## config.mk

```make
export PLATFORM = sky130hd
export DESIGN_NAME = cu_issue
export DESIGN_NICKNAME = d
export VERILOG_FILES = /design/src/rtl/cu_pkg.sv /design/src/rtl/cu_ififo.sv /design/src/rtl/cu_issue.sv
export SDC_FILE = /design/constraint.sdc
export NUM_CORES = 1
export LEC_CHECK = 0
export ABC_AREA = 1
export BUFFER_PORTS_ARGS = -buffer_cell sky130_fd_sc_hd__buf_2
export CAP_MARGIN = 20
export CELL_PAD_IN_SITES_DETAIL_PLACEMENT = 0
export CELL_PAD_IN_SITES_GLOBAL_PLACEMENT = 1
export CORE_UTILIZATION = 48
export DETAILED_ROUTE_END_ITERATION = 16
export PLACE_DENSITY_LB_ADDON = 0.1
export SKIP_LAST_GASP = 1
export SLEW_MARGIN = 30
export SYNTH_ARGS = -nofsm -noshare
export SYNTH_HDL_FRONTEND = slang
export SYNTH_SLANG_ARGS = --single-unit
export TNS_END_PERCENT = 1
```

## constraint.sdc

```tcl
create_clock -name clk -period 3.9 [get_ports clk]
set_input_delay 0.195 -clock clk [delete_from_list [all_inputs] [get_ports clk]]
set_output_delay 0.195 -clock clk [all_outputs]
set_load 0.05 [all_outputs]
```

## src/rtl/cu_pkg.sv

```systemverilog
// Shared definitions for the control-unit slice: instruction field layout,
// issue-stage state encoding and the command-bit meanings used by the FSM.
package cu_pkg;

  localparam int unsigned IR_W     = 9;
  localparam int unsigned FLD_W    = 3;
  localparam int unsigned CMD_LSB  = 6;
  localparam int unsigned ADR1_LSB = 3;
  localparam int unsigned ADR2_LSB = 0;

  // Command bit meanings decoded by the downstream FSM
  localparam int unsigned CMD_MOVE_BIT = 1;
  localparam int unsigned CMD_ALU_BIT  = 0;

  typedef enum logic {
    ISS_IDLE,
    ISS_EXEC
  } iss_state_e;

  function automatic logic [FLD_W-1:0] ir_cmd(input logic [IR_W-1:0] instr);
    return instr[CMD_LSB +: FLD_W];
  endfunction

  function automatic logic [FLD_W-1:0] ir_adr1(input logic [IR_W-1:0] instr);
    return instr[ADR1_LSB +: FLD_W];
  endfunction

  function automatic logic [FLD_W-1:0] ir_adr2(input logic [IR_W-1:0] instr);
    return instr[ADR2_LSB +: FLD_W];
  endfunction

endpackage

```

## src/rtl/cu_ififo.sv

```systemverilog
// Instruction FIFO: synchronous, power-of-two depth, occupancy kept in a
// dedicated level register. Head is read combinationally from the read pointer.
module cu_ififo #(
  parameter int unsigned DEPTH = 8,
  parameter int unsigned WIDTH = 9
) (
  input  logic                       clk,
  input  logic                       Resetn,
  input  logic                       push_i,
  input  logic [WIDTH-1:0]           wdata_i,
  input  logic                       pop_i,
  output logic [WIDTH-1:0]           rdata_o,
  output logic [$clog2(DEPTH):0]     level_o,
  output logic                       empty_o,
  output logic                       full_o
);

  localparam int unsigned AW = $clog2(DEPTH);
  localparam int unsigned LW = AW + 1;

  logic [WIDTH-1:0] mem_q [DEPTH];
  logic [WIDTH-1:0] mem_d [DEPTH];
  logic [AW-1:0]    wr_ptr_q, wr_ptr_d;
  logic [AW-1:0]    rd_ptr_q, rd_ptr_d;
  logic [LW-1:0]    level_q, level_d;
  logic             push_ok, pop_ok;

  assign empty_o = (level_q == '0);
  // Full is decoded from registered level only, so a same-edge pop never frees a slot
  assign full_o  = (level_q == LW'(DEPTH));
  assign level_o = level_q;
  assign rdata_o = mem_q[rd_ptr_q];

  assign push_ok = push_i && !full_o;
  assign pop_ok  = pop_i && !empty_o;

  // Next-state for storage, pointers and occupancy
  always_comb begin
    mem_d    = mem_q;
    wr_ptr_d = wr_ptr_q;
    rd_ptr_d = rd_ptr_q;
    level_d  = level_q;
    if (push_ok) begin
      mem_d[wr_ptr_q] = wdata_i;
      wr_ptr_d        = wr_ptr_q + 1'b1;
    end
    if (pop_ok) begin
      rd_ptr_d = rd_ptr_q + 1'b1;
    end
    unique case ({push_ok, pop_ok})
      2'b10:   level_d = level_q + 1'b1;
      2'b01:   level_d = level_q - 1'b1;
      default: level_d = level_q;
    endcase
  end

  // State registers with synchronous flush
  always_ff @(posedge clk) begin
    if (!Resetn) begin
      for (int i = 0; i < DEPTH; i++) begin
        mem_q[i] <= '0;
      end
      wr_ptr_q <= '0;
      rd_ptr_q <= '0;
      level_q  <= '0;
    end else begin
      mem_q    <= mem_d;
      wr_ptr_q <= wr_ptr_d;
      rd_ptr_q <= rd_ptr_d;
      level_q  <= level_d;
    end
  end

endmodule

```

## src/rtl/cu_issue.sv

```systemverilog
// Issue stage: buffers loader instructions and presents one at a time on ir,
// holding it until the FSM strobes done. Counts retirements and flags
// done strobes that arrive with nothing in flight.
module cu_issue #(
  parameter int unsigned DEPTH = 8,
  parameter int unsigned IR_W  = cu_pkg::IR_W,
  parameter int unsigned CNT_W = 8
) (
  input  logic                   clk,
  input  logic                   Resetn,
  input  logic                   in_valid,
  input  logic [IR_W-1:0]        in_ir,
  output logic                   in_ready,
  output logic [IR_W-1:0]        ir,
  output logic                   ir_valid,
  input  logic                   done,
  output logic                   empty,
  output logic                   full,
  output logic [$clog2(DEPTH):0] level,
  output logic [CNT_W-1:0]       retired,
  output logic                   err
);

  import cu_pkg::*;

  iss_state_e       state_q, state_d;
  logic [IR_W-1:0]  ir_q, ir_d;
  logic             ir_valid_q, ir_valid_d;
  logic [CNT_W-1:0] retired_q, retired_d;
  logic             err_q, err_d;

  logic             pop;
  logic [IR_W-1:0]  head;
  logic             fifo_empty, fifo_full;

  cu_ififo #(
    .DEPTH (DEPTH),
    .WIDTH (IR_W)
  ) u_ififo (
    .clk     (clk),
    .Resetn  (Resetn),
    .push_i  (in_valid),
    .wdata_i (in_ir),
    .pop_i   (pop),
    .rdata_o (head),
    .level_o (level),
    .empty_o (fifo_empty),
    .full_o  (fifo_full)
  );

  assign in_ready = !fifo_full;
  assign empty    = fifo_empty;
  assign full     = fifo_full;
  assign ir       = ir_q;
  assign ir_valid = ir_valid_q;
  assign retired  = retired_q;
  assign err      = err_q;

  // Issue sequencing: pop into ir from IDLE, or back-to-back on done in EXEC
  always_comb begin
    state_d    = state_q;
    ir_d       = ir_q;
    ir_valid_d = ir_valid_q;
    retired_d  = retired_q;
    err_d      = err_q;
    pop        = 1'b0;
    unique case (state_q)
      ISS_IDLE: begin
        // done with nothing in flight is a protocol violation, never a retire
        if (done) begin
          err_d = 1'b1;
        end
        if (!fifo_empty) begin
          pop        = 1'b1;
          ir_d       = head;
          ir_valid_d = 1'b1;
          state_d    = ISS_EXEC;
        end
      end
      ISS_EXEC: begin
        if (done) begin
          retired_d = retired_q + 1'b1;
          if (!fifo_empty) begin
            pop  = 1'b1;
            ir_d = head;
          end else begin
            ir_valid_d = 1'b0;
            state_d    = ISS_IDLE;
          end
        end
      end
    endcase
  end

  // FSM state and registered outputs; reset discards any in-flight instruction
  always_ff @(posedge clk) begin
    if (!Resetn) begin
      state_q    <= ISS_IDLE;
      ir_q       <= '0;
      ir_valid_q <= 1'b0;
      retired_q  <= '0;
      err_q      <= 1'b0;
    end else begin
      state_q    <= state_d;
      ir_q       <= ir_d;
      ir_valid_q <= ir_valid_d;
      retired_q  <= retired_d;
      err_q      <= err_d;
    end
  end

endmodule

```

==> results of run 1 <==
==> path summary, 6_finish.rpt <==
path                                                       from                               to  slack (ns)  cells after the start
worst max-delay path            u_ififo.level_o[0]$_SDFFE_PN0P_  u_ififo.level_o[2]$_SDFFE_PN0P_        1.33                     13
worst min-delay path                                       done                 err$_SDFFE_PN0P_        0.10                      3
worst max register to register  u_ififo.level_o[0]$_SDFFE_PN0P_  u_ififo.level_o[2]$_SDFFE_PN0P_        1.33                     13
worst min register to register   u_ififo.mem_q[49]$_SDFFE_PN0P_   u_ififo.mem_q[49]$_SDFFE_PN0P_        0.46                      2
==> state kept, by name, indices dropped and copies added (netlist names) <==
name,cells
u_ififo.rd_ptr_q,3
err,1
ir,9
u_ififo.level_o,4
ir_valid,1
state_q,1
retired,8
u_ififo.mem_q,72
u_ififo.wr_ptr_q,3
==> where the power goes <==
part           internal (uW)  switching [uW]
logic                    373            1060
registers               1150            96.9
clock network            438             418
==> final cells by class <==
| type | count | area, sq um | share of cell area, % |
|---|---|---|---|
| Sequential cell | 102 | 2040 | 34.5 |
| Multi-Input combinational cell | 487 | 2880 | 48.6 |
| Timing Repair Buffer | 41 | 213 | 3.59 |
| Clock inverter | 6 | 46.3 | 0.781 |
| Inverter | 88 | 343 | 5.78 |
| Clock buffer | 10 | 229 | 3.86 |
| Tap cell | 140 | 175 | 2.96 |
==> cells in the mapped netlist <==
cell type and number:
nor3_1 2, inv_8 1, ha_1 6, clkbuf_1 12
nor2_2 3, nand2_2 72, and3_1 1, a21oi_2 72
nand2_8 9, dfxtp_1 102, nand4_1 1, nand3_1 133
nand2_1 124, buf_2 16, nor2_4 6, inv_2 6
nor2_1 14, buf_12 1, inv_1 80, nand3_4 1
clkinv_1 1, nor3_2 2, buf_1 9, o21ai_0 16
buf_6 2, buf_4 2, a21oi_1 23, xnor2_1 2
==> per-stage QoR <==
step                      util [%]  instance area, sq um  cells  setup WS, ns
after floorplan                  -                  5480    719          1.57
after global placement        51.4                  5650    858          1.40
after detailed placement      51.4                  5650    858          1.32
after CTS                     53.9                  5920    874          1.31
after global routing          54.0                  5930    874         0.968
final                         54.0                  5930    874          1.33
==> logic make-up (layout without fill, tap and decap cells) <==
group | count (synthesis) | after routing | share of synthesized area (%)
buf+inv | 130 | 145 | 10.1
compound gates | 111 | 111 | 15.1
flops | 102 | 102 | 37.3
fa+ha+maj | 6 | 6 | 1.37
xor+xnor | 2 | 2 | 0.320
simple gates | 368 | 368 | 35.8
==> worst max-delay path: cells and delay by family (launching register included) <==
kind,cells,cell delay (ns)
AO/OA/AOI/OAI,2,0.18
adder cells (fa/ha/maj),2,0.51
AND/OR/NAND/NOR,5,0.86
flip-flops,1,0.37
XOR/XNOR,1,0.13
buffers and inverters,3,0.42
==> routing by layer <==
layer  up-vias  GRT usage (%)  wire [um]
met3        19           5.26        495
met5         -              0          0
met1      2156           32.4       6530
met4         0           9.94        321
met2        83           41.0       6520
li1       2331              -          -
==> flow_summary_export.csv, run 1 <==
group,metric,value,unit
clock_network,holdBufCountCts,0,
setup_path,cp.required,4.15,ns
clock_network,cts_buffers,9,
final_layout,areaGrowthSynthToFinish,8.25,%
detailed_routing,detail-route-antenna-nets,0,
floorplanning,std_cell_rows,38,
setup_path,cp-start-kind,"flip-flop",
sta,final_hold_viol_count,0,
detailed_routing,drt-initial-drc-count,279,
power_and_ir_drop,pwr_density_cell,596,nW/um^2
setup_path,critical_path_peak_fanout,15,
placed_design,port_buffers,38,
setup_path,max_stage_delay,0.37,ns
yosys,seq_area_frac_synth,37.3,%
sta,final_hold_slack,0.104,ns
clock_network,cts_tree,"built",
clock_network,cts_repair_resize_count,0,
power_and_ir_drop,cellLeakagePower,0.00213,uW
sta,rsz0062_at_grt,"no",
final_layout,most-common-layout-cells,"133 x nand3_1, 124 x nand2_1, 102 x dfxtp_1",
grt,grt_start_max_net_pins,81,
power_and_ir_drop,post-layout-total-power,3530,uW
final_layout,final.fill_count,1076,
detailed_routing,wl_per_cell,15.9,um
clock_network,clock_path_buffers,2,
detailed_routing,via_count,4589,
yosys,syn_inst,719,
final_layout,nets_final,748,
floorplanning,boundaryPins,39,
clock_network,worstSkewPairLatency,0.36,ns
clock_network,path_clk_slew,0.07,ns
grt,wire_length_of_the_first_global_routing_pass,22300,um
setup_path,timing_worst_setup_path_type,"flip-flop to flip-flop",
yosys,synth.avg_cell_area,7.62,sq um
sta,tightestPinTransition,0.722,ns
yosys,synth_cell_type_count,28,
grt,grt_antenna_before_repair,0,
floorplanning,initial_util,49.9,%
detailed_routing,route.detailed.vias_per_inst,5.25,
final_layout,layout-drive-gt1-share,31.2,%
yosys,ys.warnings.count,0,
final_layout,layout_commonest_cell,"nand3_1",
yosys,netlist.top_cell.by_area,"dfxtp_1",
placed_design,place.detailed.hpwl,8870,um
placed_design,routabilityCongestion,0.811,
final_layout,n_antenna_cell,0,
grt,globalRoute.totalOverflow,0,
sta,setup_viol,0,
yosys,mappedNetlistNets,738,
sta,period_needed,2.57,ns
setup_path,critPathCaptureType,"flip-flop",
setup_path,critical_path.most_common_cell,"inv_1",
clock_network,cts.sinks,102,
floorplanning,die_y,109,um
sta,slew_violations,0,
grt,gr-usage-all-layers,25.2,%
detailed_routing,detail_route.first_pass.iterations,4,
clock_network,cts-root-buf,"clkbuf_16",
detailed_routing,routed_wirelength,13900,um
yosys,synth_top_cell_area_share,37.3,%
floorplanning,die_w,109,um
sta,fin_skew,0.00969,ns
sta,final.setup.tns,0,ns
grt,via_count_of_the_first_global_routing_pass,4216,
clock_network,htree_num_levels,3,
run_status,result_of_the_run,"finished, final reports clean",
yosys,cell_types_occupying_the_most_area_after_synthesis,"dfxtp_1 37%, nand3_1 12%, a21oi_2 12%",
job,cap_viol_max_count,0,
floorplanning,core_area,11000,sq um
min_path,min_path_type,"input pin to flip-flop",
setup_path,cp.arrival,2.82,ns
detailed_routing,route.detailed.drc,0,
floorplanning,overall_die_area,11800,sq um
sta,maxClockFrequency,0.389,GHz
yosys,netlist_area,5480,sq um
clock_network,post-cts-setup-buffer-count,0,
yosys,ys_seq_elements,102,
sta,min_period_over_period,66.0,%
sta,max_slew_margin,51.9,%
setup_path,cp_cell_sequence,"nor2_4, nand3_1, nand2_1, inv_1, ha_1, nand2_1, inv_1, nor2_1, ha_1, a21oi_1, xnor2_1, o21ai_0, inv_1",
power_and_ir_drop,ir_worst_vdd,453,uV
setup_path,critical_path.slowest_cell,"dfxtp_1",
No activity file was read; power rests on OpenSTA's default activity.
==> run 2: changes to the inputs <==
CORE_UTILIZATION = 41   (was 48)
clock period = 2.2 ns   (was 3.9 ns; I/O delays follow)
==> flow_summary_export.csv, run 2 (synthesized netlist as in run 1, its figures left out) <==
group,metric,value,unit
sta,slew_violations,0,
setup_path,cp_cell_sequence,"nor2_4, nand3_1, nand2_1, inv_1, ha_1, nand2_1, inv_1, nor2_1, ha_1, a21oi_1, xnor2_1, o21ai_0, inv_1",
power_and_ir_drop,cellLeakagePower,0.00216,uW
setup_path,critical_path_peak_fanout,6,
setup_path,critical_path.most_common_cell,"inv_1",
power_and_ir_drop,pwr_density_cell,1060,nW/um^2
sta,final_hold_slack,0.0167,ns
placed_design,routabilityCongestion,0.772,
setup_path,critical_path.slowest_cell,"dfxtp_2",
clock_network,cts_buffers,9,
grt,gr-usage-all-layers,22.4,%
floorplanning,overall_die_area,13800,sq um
sta,min_period_over_period,89.2,%
detailed_routing,drt-initial-drc-count,264,
final_layout,layout-drive-gt1-share,32.2,%
job,cap_viol_max_count,0,
grt,wire_length_of_the_first_global_routing_pass,24000,um
final_layout,most-common-layout-cells,"133 x nand3_1, 124 x nand2_1, 98 x dfxtp_1",
final_layout,registers.top_by_ff_count,"u_ififo.mem_q",
min_path,min_path_type,"input pin to flip-flop",
grt,grt_start_max_net_pins,81,
detailed_routing,via_count,4589,
setup_path,crit-reg2reg-launch,"u_ififo.level_o[0]$_SDFFE_PN0P_",
sta,final_hold_viol_count,0,
detailed_routing,route.detailed.vias_per_inst,5.04,
setup_path,critPathCaptureType,"flip-flop",
placed_design,port_buffers,38,
floorplanning,boundaryPins,39,
min_path,hold_path_startpoint,"done",
final_layout,layout_commonest_cell,"nand3_1",
sta,fin_skew,0.00911,ns
placed_design,preCtsSetupSlack,0.263,ns
setup_path,timing_worst_setup_path_type,"flip-flop to flip-flop",
floorplanning,core_area,12800,sq um
sta,fin_ws,0.237,ns
sta,max_slew_margin,51.3,%
setup_path,cp.arrival,2.21,ns
run_status,result_of_the_run,"finished, final reports clean",
detailed_routing,routed_wirelength,14700,um
power_and_ir_drop,ir_worst_vdd,495,uV
final_layout,n_antenna_cell,0,
sta,maxClockFrequency,0.509,GHz
setup_path,cp.required,2.45,ns
setup_path,ff2ff_path_depth,13,
floorplanning,initial_util,42.7,%
clock_network,htree_num_levels,3,
sta,tightestPinTransition,0.729,ns
sta,period_needed,1.96,ns
clock_network,worstSkewPairLatency,0.36,ns
clock_network,cts.sinks,102,
floorplanning,die_w,118,um
min_path,endpoint_of_the_worst_hold_path,"err$_SDFFE_PN0P_",
floorplanning,die_y,118,um
grt,globalRoute.totalOverflow,0,
clock_network,post-cts-setup-buffer-count,0,
clock_network,cts-root-buf,"clkbuf_16",
clock_network,cts_repair_resize_count,0,
setup_path,worst-r2r-setup-slack,0.24,ns
clock_network,cts_tree,"built",
clock_network,path_clk_slew,0.07,ns
final_layout,areaGrowthSynthToFinish,9.99,%
final_layout,largest_reg_flops,72,
setup_path,reg2reg_to,"u_ififo.level_o[2]$_SDFFE_PN0P_",
min_path,worstHoldPathCells,3,
detailed_routing,wl_per_cell,16.1,um
clock_network,clock_path_buffers,2,
floorplanning,std_cell_rows,41,
detailed_routing,detail_route.first_pass.iterations,4,
sta,rsz0062_at_grt,"no",
sta,final.setup.tns,0,ns
grt,via_count_of_the_first_global_routing_pass,4507,
detailed_routing,detail-route-antenna-nets,0,
placed_design,place.detailed.hpwl,9570,um
sta,setup_viol,0,
setup_path,max_stage_delay,0.36,ns
final_layout,nets_final,752,
setup_path,cp-start-kind,"flip-flop",
clock_network,holdBufCountCts,0,
final_layout,postLayoutCellArea,6020,sq um
detailed_routing,route.detailed.drc,0,
grt,grt_antenna_before_repair,0,
placed_design,placed_cell_area,5740,sq um
-- run 2: layer usage --
| metal | global-route usage, % | share of wire (%) |
|---|---|---|
| met5 | 0 | 0 |
| met2 | 39.1 | 50 |
| met3 | 5.23 | 3.2 |
| met4 | 6.25 | 1.5 |
| met1 | 27.3 | 45 |
-- run 2: how the worst max path moves through the flow --
| stage | start | cells past startpoint | end | slack, ns |
|---|---|---|---|---|
| after floorplan | u_ififo.level_o[0]$_SDFFE_PN0P_ | 14 | u_ififo.level_o[2]$_SDFFE_PN0P_ | 0.10 |
| after global placement | u_ififo.level_o[0]$_SDFFE_PN0P_ | 13 | u_ififo.level_o[2]$_SDFFE_PN0P_ | 0.34 |
| after detailed placement | u_ififo.level_o[0]$_SDFFE_PN0P_ | 12 | u_ififo.level_o[2]$_SDFFE_PN0P_ | 0.26 |
| after CTS | u_ififo.level_o[0]$_SDFFE_PN0P_ | 13 | u_ififo.level_o[2]$_SDFFE_PN0P_ | 0.24 |
| after global routing | u_ififo.level_o[0]$_SDFFE_PN0P_ | 13 | u_ififo.level_o[2]$_SDFFE_PN0P_ | 0.02 |
| final | u_ififo.level_o[0]$_SDFFE_PN0P_ | 13 | u_ififo.level_o[2]$_SDFFE_PN0P_ | 0.24 |
-- run 2: metrics by stage --
| step | utilization, % | power, uW | instances |
|---|---|---|---|
| 2_1_floorplan | - | 4290 | 719 |
| 3_3_place_gp | 44.7 | 4860 | 894 |
| 3_5_place_dp | 44.7 | 4880 | 894 |
| 4_1_cts | 47.0 | 6450 | 910 |
| 5_1_grt | 47.0 | 6800 | 910 |
| 6_report | 47.0 | 6380 | 910 |
-- run 2: power by group --
| part | leakage, uW | switching [uW] | internal [uW] |
|---|---|---|---|
| registers | 0.000829 | 164 | 2050 |
| logic | 0.00119 | 1910 | 697 |
| clock network | 0.000135 | 756 | 805 |
| total | 0.00216 | 2830 | 3550 |
-- run 2: cell type report --
class | instances | area [sq um]
Inverter | 88 | 340
Clock inverter | 6 | 46.3
Multi-Input combinational cell | 487 | 2880
Clock buffer | 10 | 239
Timing Repair Buffer | 45 | 255
Sequential cell | 102 | 2050
Fill cell | 1328 | 6800
Tap cell | 172 | 215
-- run 2: worst max-delay path: cells and delay by family, from the launching register on --
kind | cells | cell delay, ns
xor gates and xnor gates | 1 | 0.14
and+or+nand+nor | 5 | 0.59
AOI/OAI and AO/OA | 2 | 0.20
adders and majority gates | 2 | 0.41
buffers and inverters | 3 | 0.16
DFF | 1 | 0.36
